`config.mk`:
```
export PLATFORM = sky130hd
export DESIGN_NAME = mul_acc_frame_pipe
export DESIGN_NICKNAME = d
export VERILOG_FILES = /design/src/rtl/mul_acc_frame_pipe.sv
export SDC_FILE = /design/constraint.sdc
export NUM_CORES = 2
export LEC_CHECK = 0
export BUFFER_PORTS_ARGS = -buffer_cell sky130_fd_sc_hd__buf_2
export CAP_MARGIN = 20
export CORE_MARGIN = 2
export CORE_UTILIZATION = 40
export CTS_CLUSTER_SIZE = 12
export DETAILED_ROUTE_END_ITERATION = 6
export PLACE_DENSITY = 0.66
export SYNTH_ARGS = -nofsm -noshare
export SYNTH_HDL_FRONTEND = slang
export SYNTH_SLANG_ARGS = --single-unit
export TNS_END_PERCENT = 1
```
`constraint.sdc`:
```
create_clock -name clk -period 5 [get_ports clk]
set_clock_uncertainty 0.1 [all_clocks]
set_input_delay 0.75 -clock clk [delete_from_list [all_inputs] [get_ports clk]]
set_output_delay 0.75 -clock clk [all_outputs]
set_load 0.05 [all_outputs]
```
`src/rtl/mul_acc_frame_pipe.sv`:
```
// mul_acc_frame_pipe
//   Pipelined multiply-accumulate engine. Takes a valid/ready stream of unsigned (a,b)
//   operand pairs, zeroes the NAB LSBs of each operand to approximate the datapath,
//   multiplies them, sums NLEN products per frame and presents each frame sum with an
//   overflow flag through a valid/ready output register.
//   Pipeline: accept edge loads the masked product into S1; the next edge folds S1 into
//   the accumulator, or on the frame's last product loads the output register.
//   Optional feature: define MUL_ACC_SAT_EN to saturate the accumulator to all ones on
//   overflow; left undefined, the accumulator wraps modulo 2^ACCW. In both builds ovf
//   flags the overflowing frame.
module mul_acc_frame_pipe #(
    parameter int BWOP = 32,
    parameter int NAB  = 0,
    parameter int NLEN = 4,
    parameter int ACCW = 2*BWOP+8
) (
    input  logic            clk,
    input  logic            rst,        // asynchronous, active low
    input  logic            clr,        // synchronous frame abort
    input  logic            in_valid,
    output logic            in_ready,
    input  logic [BWOP-1:0] a,
    input  logic [BWOP-1:0] b,
    output logic            out_valid,
    input  logic            out_ready,
    output logic [ACCW-1:0] c,
    output logic            ovf
);

    localparam int              CNTW      = (NLEN > 1) ? $clog2(NLEN) : 1;
    localparam logic [CNTW-1:0] LAST_CNT  = CNTW'(NLEN - 1);
    // Operand bits that survive the approximation mask.
    localparam logic [BWOP-1:0] MASK_KEEP = ~((BWOP'(1) << NAB) - BWOP'(1));

    // Frame position and S1 (product stage) registers.
    logic [CNTW-1:0]   r_cnt;
    logic              r_s1_valid;
    logic              r_s1_last;
    logic [2*BWOP-1:0] r_s1_prod;

    // Accumulator and sticky overflow for the frame in progress.
    logic [ACCW-1:0]   r_acc;
    logic              r_frame_ovf;

    // Output register.
    logic              r_out_valid;
    logic [ACCW-1:0]   r_c;
    logic              r_ovf;

    logic              w_stall;
    logic              w_accept;
    logic              w_last;
    logic [2*BWOP-1:0] w_a_ext;
    logic [2*BWOP-1:0] w_b_ext;
    logic [2*BWOP-1:0] w_prod;
    logic [ACCW:0]     w_sum;
    logic              w_carry;
    logic [ACCW-1:0]   w_acc_nxt;
    logic              w_frame_ovf_nxt;
    logic              w_load;

    // A result waiting on a busy consumer freezes the whole pipeline.
    assign w_stall  = r_out_valid && !out_ready;
    assign in_ready = !w_stall && !clr;
    assign w_accept = in_valid && in_ready;
    assign w_last   = (r_cnt == LAST_CNT);

    // Masked operands are zero-extended first so the product keeps all 2*BWOP bits.
    assign w_a_ext  = (2*BWOP)'(a & MASK_KEEP);
    assign w_b_ext  = (2*BWOP)'(b & MASK_KEEP);
    assign w_prod   = w_a_ext * w_b_ext;

    // One extra bit on the adder exposes the carry out of ACCW.
    assign w_sum    = {1'b0, r_acc} + (ACCW+1)'(r_s1_prod);
    assign w_carry  = w_sum[ACCW];

    // The frame's last S1 entry goes to the output register instead of the accumulator.
    assign w_load   = r_s1_valid && r_s1_last && !w_stall && !clr;

    // Next accumulator value and sticky overflow after adding the S1 product.
    always_comb begin
        // NOTE: every always_comb output gets a default before any branch so no path
        // leaves it unassigned; an unassigned path would infer a latch.
        w_frame_ovf_nxt = r_frame_ovf | w_carry;
        w_acc_nxt       = w_sum[ACCW-1:0];
`ifdef MUL_ACC_SAT_EN
        // Once the frame has overflowed, pin the sum at full scale until the frame ends.
        if (w_frame_ovf_nxt) begin
            w_acc_nxt = {ACCW{1'b1}};
        end
`endif
    end

    // Operand stage: track position in the frame and register the masked product.
    always_ff @(posedge clk or negedge rst) begin
        // NOTE: state registers use non-blocking assignments so every flop samples
        // pre-edge values, regardless of statement order or block order.
        if (!rst) begin
            r_cnt      <= '0;
            r_s1_valid <= 1'b0;
            r_s1_last  <= 1'b0;
            r_s1_prod  <= '0;
        end else if (clr) begin
            r_cnt      <= '0;
            r_s1_valid <= 1'b0;
        end else if (!w_stall) begin
            r_s1_valid <= w_accept;
            if (w_accept) begin
                r_s1_prod <= w_prod;
                r_s1_last <= w_last;
                r_cnt     <= w_last ? '0 : r_cnt + 1'b1;
            end
        end
    end

    // Accumulate stage: fold non-last products in, restart the frame after the last one.
    always_ff @(posedge clk or negedge rst) begin
        if (!rst) begin
            r_acc       <= '0;
            r_frame_ovf <= 1'b0;
        end else if (clr) begin
            r_acc       <= '0;
            r_frame_ovf <= 1'b0;
        end else if (!w_stall && r_s1_valid) begin
            if (r_s1_last) begin
                r_acc       <= '0;
                r_frame_ovf <= 1'b0;
            end else begin
                r_acc       <= w_acc_nxt;
                r_frame_ovf <= w_frame_ovf_nxt;
            end
        end
    end

    // Output register: reload on a finished frame, otherwise drop valid only on handshake.
    always_ff @(posedge clk or negedge rst) begin
        if (!rst) begin
            r_out_valid <= 1'b0;
            r_c         <= '0;
            r_ovf       <= 1'b0;
        end else if (w_load) begin
            r_out_valid <= 1'b1;
            r_c         <= w_acc_nxt;
            r_ovf       <= w_frame_ovf_nxt;
        end else if (out_ready) begin
            r_out_valid <= 1'b0;
        end
    end

    assign out_valid = r_out_valid;
    assign c         = r_c;
    assign ovf       = r_ovf;

endmodule
```
==> summary.txt <==
Die
  – Core footprint: 112,000 um2
  – Boundary pin count: 144
  – DIE WIDTH: 340 um
  – Die area: 115,000 um2
  – Initial Util: 40.2%
  – Height of the chip: 340 um
  – # rows: 123

Clock tree
  – Insertion delay of the later-clocked pin in the worst-skew pair: 0.53 ns
  – Clock tree from TritonCTS: done
  – Clk pin slew, worst setup/hold paths: 0.06 ns
  – Longest Clk Path Bufs: 3
  – Clock root buffer master: sky130_fd_sc_hd__clkbuf_16
  – H-Tree Level Count: 1
  – Sink count of the clock tree: 215
  – CTS buffer count: 23

Timing
  – TNS Setup: -100.19 ns
  – Setup repair after global routing missed its margin: true
  – Min Clock Period, post-route: 7.46 ns
  – Hold Slack: 0.0427 ns
  – Max-slew violation total from the final report: 0
  – Max_slew headroom: 33.5%
  – Worst Tran Pin Value: 0.997 ns
  – Final hold violations: 0
  – Min setup slack post-route: -2.46 ns
  – Final count of negative-setup-slack endpoints: 55
  – Final clock period utilization by the worst path: 149%
  – Fmax: 134 MHz

Yosys
  – Mux share of post-synthesis cell area: 0.494%
  – Dominant cells by area after synthesis: sky130_fd_sc_hd__fa_1 40%, sky130_fd_sc_hd__dfrtp_1 12%, sky130_fd_sc_hd__ha_1 9.1%
  – Yosys Warn Count: 0
  – Commonest register cell after synthesis: sky130_fd_sc_hd__dfrtp_1
  – Post-Synthesis Cell Area: 45,100 um2
  – Number of synthesized flops with an enable pin: 0
  – Cell types with the highest counts after synthesis: 897 x sky130_fd_sc_hd__fa_1, 882 x sky130_fd_sc_hd__inv_1, 727 x sky130_fd_sc_hd__nand2_1
  – Post-Synthesis Net Count: 6,264
  – Async set-or-reset flop fraction in the synthesized netlist: 100%
  – Most frequently used cell type in the post-synthesis netlist: sky130_fd_sc_hd__fa_1
  – Xor and xnor area share after synthesis: 2.31%
  – Share of the synthesized area in the top cell type: 39.8%
  – Post-synthesis instance total: 4,970
  – Register bit total from synthesis: 215
  – Post-synthesis area per instance: 9.07 um2
  – Synth Area in Compound Gates: 8.89%
  – Number of library cell types mapped by synthesis: 68
  – Share of the yosys chip area belonging to registers: 11.9%
  – Post-Synth Adder-Cell Area: 48.9%
  – Biggest area consumer among synthesized cells: sky130_fd_sc_hd__fa_1
  – Largest family of logic cells by synthesized area: adder cells
  – Simple-Gate Fraction of Synth Area: 17.7%

Global routing
  – Total congestion overflow: 0
  – Vias in the first global route: 37,100
  – Maximum number of pins on one net before global-route repair: 98
  – Wire length of the first global-routing pass: 205,000 um
  – Global router's overall resource usage: 22.2%
  – Number of antenna violations at the first check in global routing: 4

Min path
  – Worst hold path class: in -> async

Cells and area
  – Number of nets in the finished design: 6,578
  – Share of post-route cells with drive strength above 1: 13.8%
  – Finished Core Util: 45.8%
  – Area overhead of the layout relative to synthesis: 14.1%

Routing
  – Vias: 34,700
  – Drt initial violations: 2,076
  – Detail-routed net length per standard cell: 18.4 um
  – DRC errors left: 0
  – Number of iterations in the first detailed-routing pass: 5
  – Post-detailed-routing wire length: 125,000 um
  – Post-detailed-route count of antenna-violating nets: 0
  – Mean number of vias per cell: 5.11

Job
  – Max cap viols: 0

Outcome
  – Outcome: finished, violations left
  – Failing checks: negative setup slack

Worst setup path
  – Data arrival time of the critical path: 7.82 ns
  – Required time at the endpoint of the critical path: 5.36 ns
  – Launch point of the worst reg-to-reg path: r_s1_prod[1]$_DFFE_PN0P_
  – Setup slack, reg-to-reg: 0.96 ns
  – Max FO, Critical Path: 12
  – Worst setup path class: in -> reg
  – Startpoint type of the worst setup path: primary input
  – CP endpoint kind: flop
  – Path depth of the worst reg2reg path: 11
  – End of the worst register-to-register path: r_acc[69]$_DFFE_PN0P_

Placement
  – Number of input and output port buffers inserted: 143
  – RePlAce Congestion: 0.943
  – Post-detail-place hpwl: 106,000 um
worst max path at each step:
stage,startpoint,slack (ns),end,cells after the start
after floorplan,b[31],-2.58,r_s1_prod[63]$_DFFE_PN0P_,24
after global placement,a[17],-3.22,r_s1_prod[44]$_DFFE_PN0P_,24
after detailed placement,a[15],-3.27,r_s1_prod[58]$_DFFE_PN0P_,23
after CTS,a[18],-2.51,r_s1_prod[63]$_DFFE_PN0P_,24
after global routing,b[11],-2.72,r_s1_prod[44]$_DFFE_PN0P_,28
final,a[18],-2.46,r_s1_prod[63]$_DFFE_PN0P_,24
repair_timing:
item	in CTS	in global routing
pin swaps	14	11
hold buffers	0	0
resized for setup	122	41
setup buffers	0	1
endpoints found under the setup margin	56	56
layout make-up:
cell class,count,area (um2)
Antenna cell,1,2.50
Clock buffer,31,616
Clock inverter,4,30.0
Fill cell,10800,60800
Inverter,882,3310
Multi-Input combinational cell,3589,35800
Sequential cell,215,5380
Tap cell,1500,1880
Timing Repair Buffer,573,4370
kinds of logic (layout without fill, tap and decap cells):
| logic type | after synthesis | count (layout) |
|---|---|---|
| DFF | 215 | 215 |
| xor gates and xnor gates | 119 | 119 |
| AOI/OAI and AO/OA | 619 | 619 |
| other | 0 | 1 |
| muxes | 20 | 20 |
| buffers and inverters | 1166 | 1490 |
| adders and majority gates | 1225 | 1225 |
| and+or+nand+nor | 1606 | 1606 |
worst max-delay path: stages:
cell	delay, ns
sky130_fd_sc_hd__buf_8	0.13
sky130_fd_sc_hd__buf_12	0.13
sky130_fd_sc_hd__and2_1	0.14
sky130_fd_sc_hd__fa_1	0.53
sky130_fd_sc_hd__inv_1	0.05
sky130_fd_sc_hd__fa_1	0.50
sky130_fd_sc_hd__fa_2	0.48
sky130_fd_sc_hd__fa_1	0.55
sky130_fd_sc_hd__inv_1	0.05
sky130_fd_sc_hd__fa_1	0.48
sky130_fd_sc_hd__fa_1	0.48
sky130_fd_sc_hd__fa_1	0.57
sky130_fd_sc_hd__fa_1	0.47
sky130_fd_sc_hd__ha_4	0.33
sky130_fd_sc_hd__and3_1	0.18
sky130_fd_sc_hd__nand2_1	0.09
sky130_fd_sc_hd__o211a_1	0.13
sky130_fd_sc_hd__o31a_1	0.28
sky130_fd_sc_hd__a311oi_2	0.30
sky130_fd_sc_hd__o31ai_2	0.12
sky130_fd_sc_hd__or3_4	0.35
sky130_fd_sc_hd__a41o_1	0.21
sky130_fd_sc_hd__or4_1	0.40
sky130_fd_sc_hd__nand3_1	0.09
sequential cells by signal, indices dropped and copies added, names as in the netlist:
signal	count
r_acc	72
r_frame_ovf	1
r_s1_prod	64
c	72
out_valid	1
r_cnt	2
r_s1_valid	1
ovf	1
r_s1_last	1
metrics by stage:
step	cells	setup WS, ns	instance area, um2
after floorplan	4970	-2.58	45300
after global placement	6757	-3.22	50100
after detailed placement	6757	-3.27	50100
after CTS	6792	-2.51	51200
after global routing	6794	-2.72	51400
final	6795	-2.46	51400
cells in the final DEF (no fill, tap or decap), types with 13 or more instances in the layout:
master                      count
sky130_fd_sc_hd__buf_2        101
sky130_fd_sc_hd__o21a_1        18
sky130_fd_sc_hd__dfrtp_1      215
sky130_fd_sc_hd__buf_6         15
sky130_fd_sc_hd__a21o_1        55
sky130_fd_sc_hd__inv_1        881
sky130_fd_sc_hd__xor2_1        46
sky130_fd_sc_hd__ha_1         313
sky130_fd_sc_hd__clkbuf_16     23
sky130_fd_sc_hd__a21oi_1      155
sky130_fd_sc_hd__o21ai_1       18
sky130_fd_sc_hd__a21oi_2       17
sky130_fd_sc_hd__nand3_1       37
sky130_fd_sc_hd__mux2_2        18
sky130_fd_sc_hd__and2_1       614
sky130_fd_sc_hd__a31oi_1       24
sky130_fd_sc_hd__nand2_1      726
sky130_fd_sc_hd__buf_4        431
sky130_fd_sc_hd__fa_1         872
sky130_fd_sc_hd__ha_4          15
sky130_fd_sc_hd__buf_12        19
sky130_fd_sc_hd__fa_2          25
sky130_fd_sc_hd__o21bai_1      39
sky130_fd_sc_hd__xnor2_1       67
sky130_fd_sc_hd__nor3_1        13
sky130_fd_sc_hd__and3_1        21
sky130_fd_sc_hd__nand4_1       38
sky130_fd_sc_hd__a22o_1        59
sky130_fd_sc_hd__o211ai_1      14
sky130_fd_sc_hd__o21ai_0      128
sky130_fd_sc_hd__nor2_1        81
metal layers:
layer  vias to the layer above  track usage, %  part of all wire, %
li1                      15900               -                    -
met1                     17600            31.9                   46
met2                      1066            34.7                   45
met3                       123            4.87                  7.9
met4                         8            3.66                  1.6
met5                         -           0.776                 0.13
Power is left out: the tool's default activity adds up to more than one toggle a clock period on the data nets, which glitch-free logic cannot reach.
